File: src/rtl/flex_stp_word_pkg.sv
// Shared types and helpers for the flex_stp_word serial-to-parallel block.
//   out_state_t : output-side FSM state (EMPTY = no word held, FULL = word held)
//   cnt_width() : width of the bit counter for a given word width
package stp_pkg;

  typedef enum logic {
    EMPTY = 1'b0,
    FULL  = 1'b1
  } out_state_t;

  // One extra bit beyond $clog2 so the counter can also represent NUM_BITS.
  function automatic int unsigned cnt_width(input int unsigned num_bits);
    return $clog2(num_bits) + 1;
  endfunction

endpackage

File: src/rtl/flex_counter.sv
// Wrapping up-counter with programmable rollover value.
//   clk           : rising-edge clock
//   rst           : synchronous active-high reset, count -> 0
//   clear         : synchronous clear, count -> 0 (beats count_enable)
//   count_enable  : advance the count this cycle
//   rollover_val  : last value before wrapping back to 0
//   count_out     : current count
//   rollover_flag : count_out currently equals rollover_val
module flex_counter #(
  parameter int unsigned NUM_CNT_BITS = 4
) (
  input  logic                    clk,
  input  logic                    rst,
  input  logic                    clear,
  input  logic                    count_enable,
  input  logic [NUM_CNT_BITS-1:0] rollover_val,
  output logic [NUM_CNT_BITS-1:0] count_out,
  output logic                    rollover_flag
);

  logic [NUM_CNT_BITS-1:0] r_count;

  always_ff @(posedge clk) begin
    if (rst || clear) begin
      r_count <= '0;
    end else if (count_enable) begin
      if (r_count == rollover_val) r_count <= '0;
      else                         r_count <= r_count + NUM_CNT_BITS'(1);
    end
  end

  // Combinational so the owner can detect "this shift completes the word".
  assign rollover_flag = (r_count == rollover_val);
  assign count_out     = r_count;

endmodule

File: src/rtl/flex_stp_word.sv
// Serial-to-parallel word assembler with a one-word output holding register.
//   clk, rst     : rising-edge clock, synchronous active-high reset
//   serial_in    : serial data bit, sampled when shift_enable=1
//   shift_enable : accept serial_in this cycle
//   clear        : abandon partial word (shift reg -> RESET_BIT fill, count -> 0)
//   word_ready   : consumer accepts word_out (ignored while word_valid=0)
//   overrun_clr  : clear the sticky overrun flag
//   partial_out  : live shift-register contents
//   bit_count    : bits accumulated in the current word
//   word_out     : last completed word
//   word_valid   : word_out holds an unconsumed word
//   overrun      : sticky, a completed word was dropped
module flex_stp_word
  import stp_pkg::*;
#(
  parameter int unsigned NUM_BITS  = 8,
  parameter bit          SHIFT_MSB = 1'b1,
  parameter logic        RESET_BIT = 1'b1
) (
  input  logic                          clk,
  input  logic                          rst,
  input  logic                          serial_in,
  input  logic                          shift_enable,
  input  logic                          clear,
  input  logic                          word_ready,
  input  logic                          overrun_clr,
  output logic [NUM_BITS-1:0]           partial_out,
  output logic [cnt_width(NUM_BITS)-1:0] bit_count,
  output logic [NUM_BITS-1:0]           word_out,
  output logic                          word_valid,
  output logic                          overrun
);

  localparam int unsigned CW = cnt_width(NUM_BITS);

  logic [NUM_BITS-1:0] r_shift;
  logic [NUM_BITS-1:0] w_next;
  logic                w_shift;
  logic                w_last_bit;
  logic                w_complete;
  logic                w_overrun_evt;
  out_state_t          r_state;
  logic [NUM_BITS-1:0] r_word_out;
  logic                r_word_valid;
  logic                r_overrun;

  assign w_shift = shift_enable && !clear;

  always_comb begin
    w_next = r_shift;
    if (SHIFT_MSB) w_next = {serial_in, r_shift[NUM_BITS-1:1]};
    else           w_next = {r_shift[NUM_BITS-2:0], serial_in};
  end

  always_ff @(posedge clk) begin
    if (rst || clear)  r_shift <= {NUM_BITS{RESET_BIT}};
    else if (w_shift)  r_shift <= w_next;
  end

  flex_counter #(
    .NUM_CNT_BITS (CW)
  ) u_counter (
    .clk           (clk),
    .rst           (rst),
    .clear         (clear),
    .count_enable  (w_shift),
    .rollover_val  (CW'(NUM_BITS - 1)),
    .count_out     (bit_count),
    .rollover_flag (w_last_bit)
  );

  // The completed word is the post-shift value, i.e. w_next, not r_shift.
  assign w_complete    = w_shift && w_last_bit;
  assign w_overrun_evt = (r_state == FULL) && w_complete && !word_ready;

  always_ff @(posedge clk) begin
    if (rst) begin
      r_state      <= EMPTY;
      r_word_out   <= '0;
      r_word_valid <= 1'b0;
      r_overrun    <= 1'b0;
    end else begin
      if (r_state == EMPTY) begin
        if (w_complete) begin
          r_word_out   <= w_next;
          r_word_valid <= 1'b1;
          r_state      <= FULL;
        end
      end else begin
        if (w_complete) begin
          // Handshake + completion together: swap in the new word, stay FULL.
          if (word_ready) r_word_out <= w_next;
        end else if (word_ready) begin
          r_word_valid <= 1'b0;
          r_state      <= EMPTY;
        end
      end
      // A new overrun wins over a simultaneous clear request.
      if (w_overrun_evt)    r_overrun <= 1'b1;
      else if (overrun_clr) r_overrun <= 1'b0;
    end
  end

  assign partial_out = r_shift;
  assign word_out    = r_word_out;
  assign word_valid  = r_word_valid;
  assign overrun     = r_overrun;

endmodule

File: config.mk
export PLATFORM = sky130hd
export DESIGN_NAME = flex_stp_word
export DESIGN_NICKNAME = d
export VERILOG_FILES = /design/src/rtl/flex_stp_word_pkg.sv /design/src/rtl/flex_counter.sv /design/src/rtl/flex_stp_word.sv
export SDC_FILE = /design/constraint.sdc
export NUM_CORES = 1
export LEC_CHECK = 0
export ABC_CLOCK_PERIOD_IN_PS = 4200
export CAP_MARGIN = 0
export CORE_MARGIN = 5
export CORE_UTILIZATION = 50
export CTS_BUF_LIST = sky130_fd_sc_hd__clkbuf_4 sky130_fd_sc_hd__clkbuf_8
export DETAILED_ROUTE_END_ITERATION = 16
export PLACE_DENSITY_LB_ADDON = 0.1
export SETUP_SLACK_MARGIN = 0.1
export SLEW_MARGIN = 0
export SYNTH_ARGS = -nofsm -noshare
export SYNTH_HDL_FRONTEND = slang
export SYNTH_SLANG_ARGS = --single-unit
File: constraint.sdc
create_clock -name clk -period 4.2 [get_ports clk]
set_input_delay 0.84 -clock clk [delete_from_list [all_inputs] [get_ports clk]]
set_output_delay 0.84 -clock clk [all_outputs]
set_load 0.02 [all_outputs]
==> impl_metrics.py, run 1 <==
metrics = {
    "floorplan": {
        "die-area_sq_um": 2940,
        "die_height_um": 54.2,
        "num_rows": 16,
        "die_width_um": 54.2,
        "initial_core_util": 0.513,
        "floorplan.io_pins": 29,
        "core_area_sq_um": 1900,
    },
    "cts": {
        "clk_pin_slew_worst_paths_ns": 0.12,
        "cts-root-to-sink-buffers": 2,
        "total_cts_buffers": 3,
        "cts-resized-gates": 0,
        "tritoncts_num_sinks": 23,
        "htree_num_levels": 1,
        "clk-insertion-delay-late_ns": 0.31,
        "postCtsHoldBufs": 0,
        "cts_tree": "yes",
        "number_of_setup_buffers_added_after_cts": 0,
        "clock-root-buffer": "sky130_fd_sc_hd__clkbuf_4",
    },
    "drt": {
        "viasPerCell": 4.85,
        "drt-total-wl_um": 1830,
        "drc": 0,
        "route.detailed.wl_per_inst_um": 12.1,
        "ant_nets": 0,
        "via_count": 732,
        "detail_route.iter0.violations": 11,
        "drt_first_pass_iters": 4,
    },
    "critical_path": {
        "critical_path_required_ns": 4.41,
        "r2r_setup_slack_ns": 2.06,
        "crit_type": "primary input to register",
        "r2r.worst_path.cells": 7,
        "critPathCaptureType": "register",
        "cp-start-kind": "primary input",
        "critPathMaxFanout": 12,
        "data_arrival_critical_path_ns": 2.99,
        "r2r-start": "u_counter.count_out[0]",
        "crit-reg2reg-capture": "word_valid",
    },
    "layout": {
        "layout.cells.most_common": "sky130_fd_sc_hd__clkdlybuf4s50_1",
        "num_antenna_cells": 0,
        "multiInputGateArea_sq_um": 499,
        "fraction_of_layout_cells_with_a_size_suffix_above_1": 0.0726,
        "final_nets": 134,
        "mostFrequentLayoutCells": "sky130_fd_sc_hd__clkdlybuf4s50_1 (28), sky130_fd_sc_hd__dfxtp_1 (23), sky130_fd_sc_hd__nand2b_1 (18)",
        "n_fill_cell": 161,
        "final-instance-count-excl-fill": 151,
        "ff_latch_area_sq_um": 460,
        "syn2layout_area_growth_pct": 34.7,
    },
    "run": {
        "max_cap_viol_count": 0,
    },
    "synth": {
        "sequential_to_total_area_share_from_yosys_stat": 0.472,
        "yosysTopAreaCell": "sky130_fd_sc_hd__dfxtp_1",
        "synth_xor_xnor_area_share": 0.0179,
        "yosys_register_bits": 23,
        "synth_top_cell_area_share": 0.472,
        "synth-adder-area-share": 0.0256,
        "synthesized_area_fraction_occupied_by_ao_oa_aoi_and_oai_cells": 0.0372,
        "synthesized_area_fraction_occupied_by_and_or_nand_nor_cells": 0.245,
        "synth_area_leaders": "sky130_fd_sc_hd__dfxtp_1 (47%), sky130_fd_sc_hd__mux2i_1 (17%), sky130_fd_sc_hd__nand2b_1 (12%)",
        "synthCells": 94,
        "synthesis.area_per_instance_sq_um": 10.4,
        "yosys.cell_types.count": 24,
        "main_combinational_cell_family_by_area_after_synthesis": "simple AND/OR/NAND/NOR gates",
        "post_syn_nets": 103,
        "synth_mux_area_frac": 0.186,
        "post_synth_instance_area_sq_um": 976,
        "warning_count_from_the_yosys_run": 0,
    },
    "sta": {
        "timing.hold.ws_ns": 0.481,
        "grt_setup_unrepaired": "false",
        "fin_crit_sh": 0.662,
        "worst_pin_slew_ns": 0.748,
        "timing.final.max_slew_violations": 0,
        "clock.fmax_mhz": 359,
        "final-hold-violation-count": 0,
        "tns_setup_ns": 0,
        "setup_violations": 0,
        "slew_headroom": 0.498,
        "fin_skew_ns": 0.00580,
        "post-route-min-period_ns": 2.78,
    },
    "power_and_ir_drop": {
        "p_leak_uw": 0.000489,
        "power_per_cell_area_nw_per_um2": 269,
        "vdd_drop_max_uv": 225,
    },
    "placement": {
        "globalplace.congestion": 0.749,
        "port_buffers": 28,
        "dpl.hpwl_um": 1350,
        "placed_cells": 147,
    },
    "global_route": {
        "grt-ovfl-total": 0,
        "grtUsageTotal": 0.141,
        "grt_pass1_vias": 676,
        "grt_antenna_before_repair": 0,
        "global_route_wire_length_before_repair_um": 2990,
        "grt_start_max_net_pins": 25,
    },
    "outcome": {
        "outcome": "finished, final reports clean",
    },
    "worst_hold_path": {
        "timing.hold.worst.start": "overrun",
        "hold-path-endpoint": "overrun",
        "holdCritPathClass": "register to register",
        "hold_path_depth": 2,
    },
}
[cell families (layout without fill, tap and decap cells)]
kind of cell	Yosys count	count (layout)
AO/OA/AOI/OAI	5	5
XOR/XNOR	2	2
adder cells (fa/ha/maj)	2	2
buffers and inverters	4	34
flip-flops	23	23
multiplexers	18	18
AND/OR/NAND/NOR	40	40
[cell usage after synthesis]
| cell | n |
|---|---|
| sky130_fd_sc_hd__nand2b_1 | 18 |
| sky130_fd_sc_hd__mux2i_1 | 17 |
| sky130_fd_sc_hd__clkbuf_1 | 2 |
| sky130_fd_sc_hd__nor4_4 | 1 |
| sky130_fd_sc_hd__o21ba_2 | 1 |
| sky130_fd_sc_hd__a21oi_1 | 1 |
| sky130_fd_sc_hd__nand2_1 | 10 |
| sky130_fd_sc_hd__nor3_1 | 3 |
| sky130_fd_sc_hd__nand2b_4 | 1 |
| sky130_fd_sc_hd__o41ai_1 | 1 |
| sky130_fd_sc_hd__dfxtp_1 | 23 |
| sky130_fd_sc_hd__nand3_1 | 1 |
| sky130_fd_sc_hd__ha_1 | 2 |
| sky130_fd_sc_hd__or4_1 | 1 |
| sky130_fd_sc_hd__xnor2_1 | 1 |
| sky130_fd_sc_hd__a21boi_0 | 1 |
| sky130_fd_sc_hd__mux2_2 | 1 |
| sky130_fd_sc_hd__o21ai_0 | 1 |
| sky130_fd_sc_hd__inv_1 | 1 |
| sky130_fd_sc_hd__xor2_1 | 1 |
| sky130_fd_sc_hd__nor4_1 | 1 |
| sky130_fd_sc_hd__nor2_1 | 2 |
| sky130_fd_sc_hd__buf_2 | 1 |
| sky130_fd_sc_hd__nor2b_1 | 2 |
[how the worst max path moves through the flow]
stage / from / to / slack [ns] / cells after the start
floorplan: clear / word_valid / 1.91 / 6
global placement: shift_enable / word_valid / 1.15 / 8
detailed placement: shift_enable / word_valid / 1.09 / 8
CTS: shift_enable / word_valid / 1.42 / 8
global route: shift_enable / word_valid / 1.25 / 8
finish: shift_enable / word_valid / 1.42 / 8
[where the power goes]
part / leakage, uW / switching (uW) / internal (uW) / total (uW)
combinational: 0.000285 / 11.4 / 14.8 / 26.2
sequential: 0.000186 / 1.19 / 219 / 220
clock: 0.0000184 / 63.7 / 43.5 / 107
[final cells by class]
type | instances | share of cell area
timing repair buffer | 29 | 0.219
tap | 27 | 0.0257
inverter | 1 | 0.00285
multi-input combinational | 67 | 0.380
clock buffer | 4 | 0.0228
sequential | 23 | 0.350
[per-layer routing]
layer / up-vias / wire (um) / GRT usage / part of all wire
met4: 0 / 10 / 0.0622 / 0.0055
met3: 2 / 87 / 0.0332 / 0.048
met5: - / 0 / 0 / 0
li1: 386 / - / - / -
met1: 330 / 877 / 0.182 / 0.48
met2: 14 / 853 / 0.221 / 0.47
[registers in the layout, summed over array words and instances (netlist names)]
signal and flops:
r_state 1, u_counter.count_out 4, word_out 8, word_valid 1
partial_out 8, overrun 1
[through the flow]
step | utilization | total power (uW) | area (sq um) | setup WS [ns]
floorplan | - | 240 | 976 | 1.91
global placement | 0.676 | 251 | 1280 | 1.15
detailed placement | 0.676 | 252 | 1280 | 1.09
CTS | 0.691 | 361 | 1320 | 1.42
global route | 0.691 | 367 | 1320 | 1.25
finish | 0.691 | 354 | 1320 | 1.42
[worst max-delay path, stage by stage]
cell and delay (ns):
sky130_fd_sc_hd__clkdlybuf4s50_1 0.45, sky130_fd_sc_hd__buf_4 0.22, sky130_fd_sc_hd__nand2_1 0.17, sky130_fd_sc_hd__nor3_1 0.33, sky130_fd_sc_hd__ha_1 0.20, sky130_fd_sc_hd__inv_1 0.04, sky130_fd_sc_hd__o41ai_1 0.37, sky130_fd_sc_hd__mux2_2 0.37
(Power assumes the default switching activity.)
==> inputs of run 2 (changes only) <==
--- a/config.mk
+++ b/config.mk
@@ -5,10 +5,10 @@
 export SDC_FILE = /design/constraint.sdc
 export NUM_CORES = 1
 export LEC_CHECK = 0
-export ABC_CLOCK_PERIOD_IN_PS = 4200
+export ABC_CLOCK_PERIOD_IN_PS = 2490
 export CAP_MARGIN = 0
 export CORE_MARGIN = 5
-export CORE_UTILIZATION = 50
+export CORE_UTILIZATION = 43
 export CTS_BUF_LIST = sky130_fd_sc_hd__clkbuf_4 sky130_fd_sc_hd__clkbuf_8
 export DETAILED_ROUTE_END_ITERATION = 16
 export PLACE_DENSITY_LB_ADDON = 0.1
==> constraint.sdc (replaced) <==
create_clock -name clk -period 2.49 [get_ports clk]
set_input_delay 0.498 -clock clk [delete_from_list [all_inputs] [get_ports clk]]
set_output_delay 0.498 -clock clk [all_outputs]
set_load 0.02 [all_outputs]
==> run 2 against run 1 <==
Critical path depth decreased by 1. Total power up 71%. Count of clock-buffer cells in the layout stayed put. First-iteration DRC count fell by 36%.
==> impl_metrics.py, run 2 (synthesis gave the netlist of run 1 again) <==
metrics = {
    "global_route": {
        "grt_antenna_before_repair": 0,
        "global_route_wire_length_before_repair_um": 3320,
        "grt_pass1_vias": 743,
        "grtUsageTotal": 0.130,
        "grt-ovfl-total": 0,
        "grt_start_max_net_pins": 24,
    },
    "critical_path": {
        "path_cells": "clkdlybuf4s50_1, nand2b_4, nor3_1, ha_1, inv_1, o41ai_1, mux2_2",
        "crit_type": "primary input to register",
        "path_depth": 7,
        "cp-start-kind": "primary input",
        "worst-path-buf-inv": 2,
        "r2r-start": "u_counter.count_out[0]",
        "r2r.worst_path.cells": 7,
        "endpoint": "word_valid",
        "r2r_setup_slack_ns": 0.51,
        "data_arrival_critical_path_ns": 2.33,
        "crit-reg2reg-capture": "word_valid",
        "critical_path_required_ns": 2.71,
        "critPathMaxFanout": 5,
        "critPathCaptureType": "register",
        "cpMaxStageDelayCell": "sky130_fd_sc_hd__clkdlybuf4s50_1",
        "max_stage_delay_ns": 0.42,
        "timing.critical_path.max_delay_family": "buffers and inverters",
        "cp-startpoint": "clear",
    },
    "drt": {
        "viasPerCell": 4.99,
        "detail_route.iter0.violations": 7,
        "drc": 0,
        "route.detailed.wl_per_inst_um": 12.7,
        "ant_nets": 0,
        "drt_first_pass_iters": 4,
        "via_count": 784,
        "drt-total-wl_um": 2000,
    },
    "sta": {
        "post-route-min-period_ns": 2.11,
        "tns_setup_ns": 0,
        "grt_setup_unrepaired": "false",
        "fin_crit_sh": 0.849,
        "fin_skew_ns": 0.00550,
        "worst_pin_slew_ns": 0.571,
        "timing.final.max_slew_violations": 0,
        "clock.fmax_mhz": 473,
        "slew_headroom": 0.618,
        "final-hold-violation-count": 0,
        "setup_violations": 0,
    },
    "floorplan": {
        "die_height_um": 57.6,
        "initial_core_util": 0.445,
        "die-area_sq_um": 3320,
        "num_rows": 17,
        "core_area_sq_um": 2190,
        "floorplan.io_pins": 29,
        "die_width_um": 57.6,
    },
    "run": {
        "max_cap_viol_count": 0,
    },
    "placement": {
        "dpl.hpwl_um": 1480,
        "globalplace.congestion": 0.809,
        "port_buffers": 28,
    },
    "power_and_ir_drop": {
        "p_leak_uw": 0.000514,
        "power_per_cell_area_nw_per_um2": 446,
        "vdd_drop_max_uv": 273,
        "power.total_uw": 604,
    },
    "cts": {
        "cts-root-to-sink-buffers": 2,
        "cts_tree": "yes",
        "total_cts_buffers": 3,
        "clk-insertion-delay-late_ns": 0.31,
        "postCtsHoldBufs": 0,
        "clock-root-buffer": "sky130_fd_sc_hd__clkbuf_4",
        "number_of_setup_buffers_added_after_cts": 0,
        "htree_num_levels": 1,
        "tritoncts_num_sinks": 23,
        "clk_pin_slew_worst_paths_ns": 0.12,
        "cts-resized-gates": 0,
    },
    "outcome": {
        "outcome": "finished, final reports clean",
    },
    "layout": {
        "n_fill_cell": 194,
        "layout.cells.most_common": "sky130_fd_sc_hd__clkdlybuf4s50_1",
        "mostFrequentLayoutCells": "sky130_fd_sc_hd__clkdlybuf4s50_1 (28), sky130_fd_sc_hd__dfxtp_1 (23), sky130_fd_sc_hd__nand2b_1 (18)",
        "ff_latch_area_sq_um": 460,
        "multiInputGateArea_sq_um": 499,
        "final_nets": 139,
        "syn2layout_area_growth_pct": 38.7,
        "num_antenna_cells": 0,
        "fraction_of_layout_cells_with_a_size_suffix_above_1": 0.109,
    },
    "worst_hold_path": {
        "holdCritPathClass": "register to register",
    },
}
[run 2: worst min path at each step]
stage	start	to	slack [ns]	cells after the start
2_1_floorplan	r_state	word_valid	0.54	2
6_report	word_out[6]	word_out[6]	0.48	2
5_1_grt	word_out[5]	word_out[5]	0.50	2
3_3_place_gp	partial_out[0]	partial_out[0]	0.46	2
4_1_cts	word_out[6]	word_out[6]	0.48	2
3_5_place_dp	partial_out[0]	partial_out[0]	0.46	2
[run 2: power breakdown]
part	switching (uW)	internal (uW)	total, uW
Clock	111	73.5	184
Combinational	20.4	27.0	47.4
Sequential	2.10	370	372
Total	133	470	604
[run 2: cell type report]
cell class	instances	area share
multi-input cells	67	0.369
flip-flops and latches	23	0.340
repair buffers	34	0.240
well taps	28	0.0259
clock buffers	4	0.0222
inverters	1	0.00277
[run 2: worst reg2reg max path: stages, from the launching register on]
cell and delay, ns:
sky130_fd_sc_hd__dfxtp_1 0.42, sky130_fd_sc_hd__ha_1 0.19, sky130_fd_sc_hd__nand2_1 0.07, sky130_fd_sc_hd__nor3_1 0.19
sky130_fd_sc_hd__ha_1 0.18, sky130_fd_sc_hd__inv_1 0.04, sky130_fd_sc_hd__o41ai_1 0.41, sky130_fd_sc_hd__mux2_2 0.38
[run 2: per-layer routing]
metal	wire length [um]	global-route usage	share of wire
met1	916	0.158	0.46
met2	924	0.203	0.46
met3	117	0.0290	0.058
met4	43	0.0894	0.021
met5	0	0	0
[run 2: through the flow]
stage | utilization | instances | setup WS (ns) | area (sq um) | hold WS, ns
floorplan | - | 94 | 0.407 | 976 | 0.540
global placement | 0.604 | 153 | 0.119 | 1320 | 0.456
detailed placement | 0.604 | 153 | 0.0464 | 1320 | 0.462
CTS | 0.618 | 157 | 0.393 | 1350 | 0.484
global route | 0.618 | 157 | 0.282 | 1350 | 0.501
finish | 0.618 | 157 | 0.375 | 1350 | 0.479
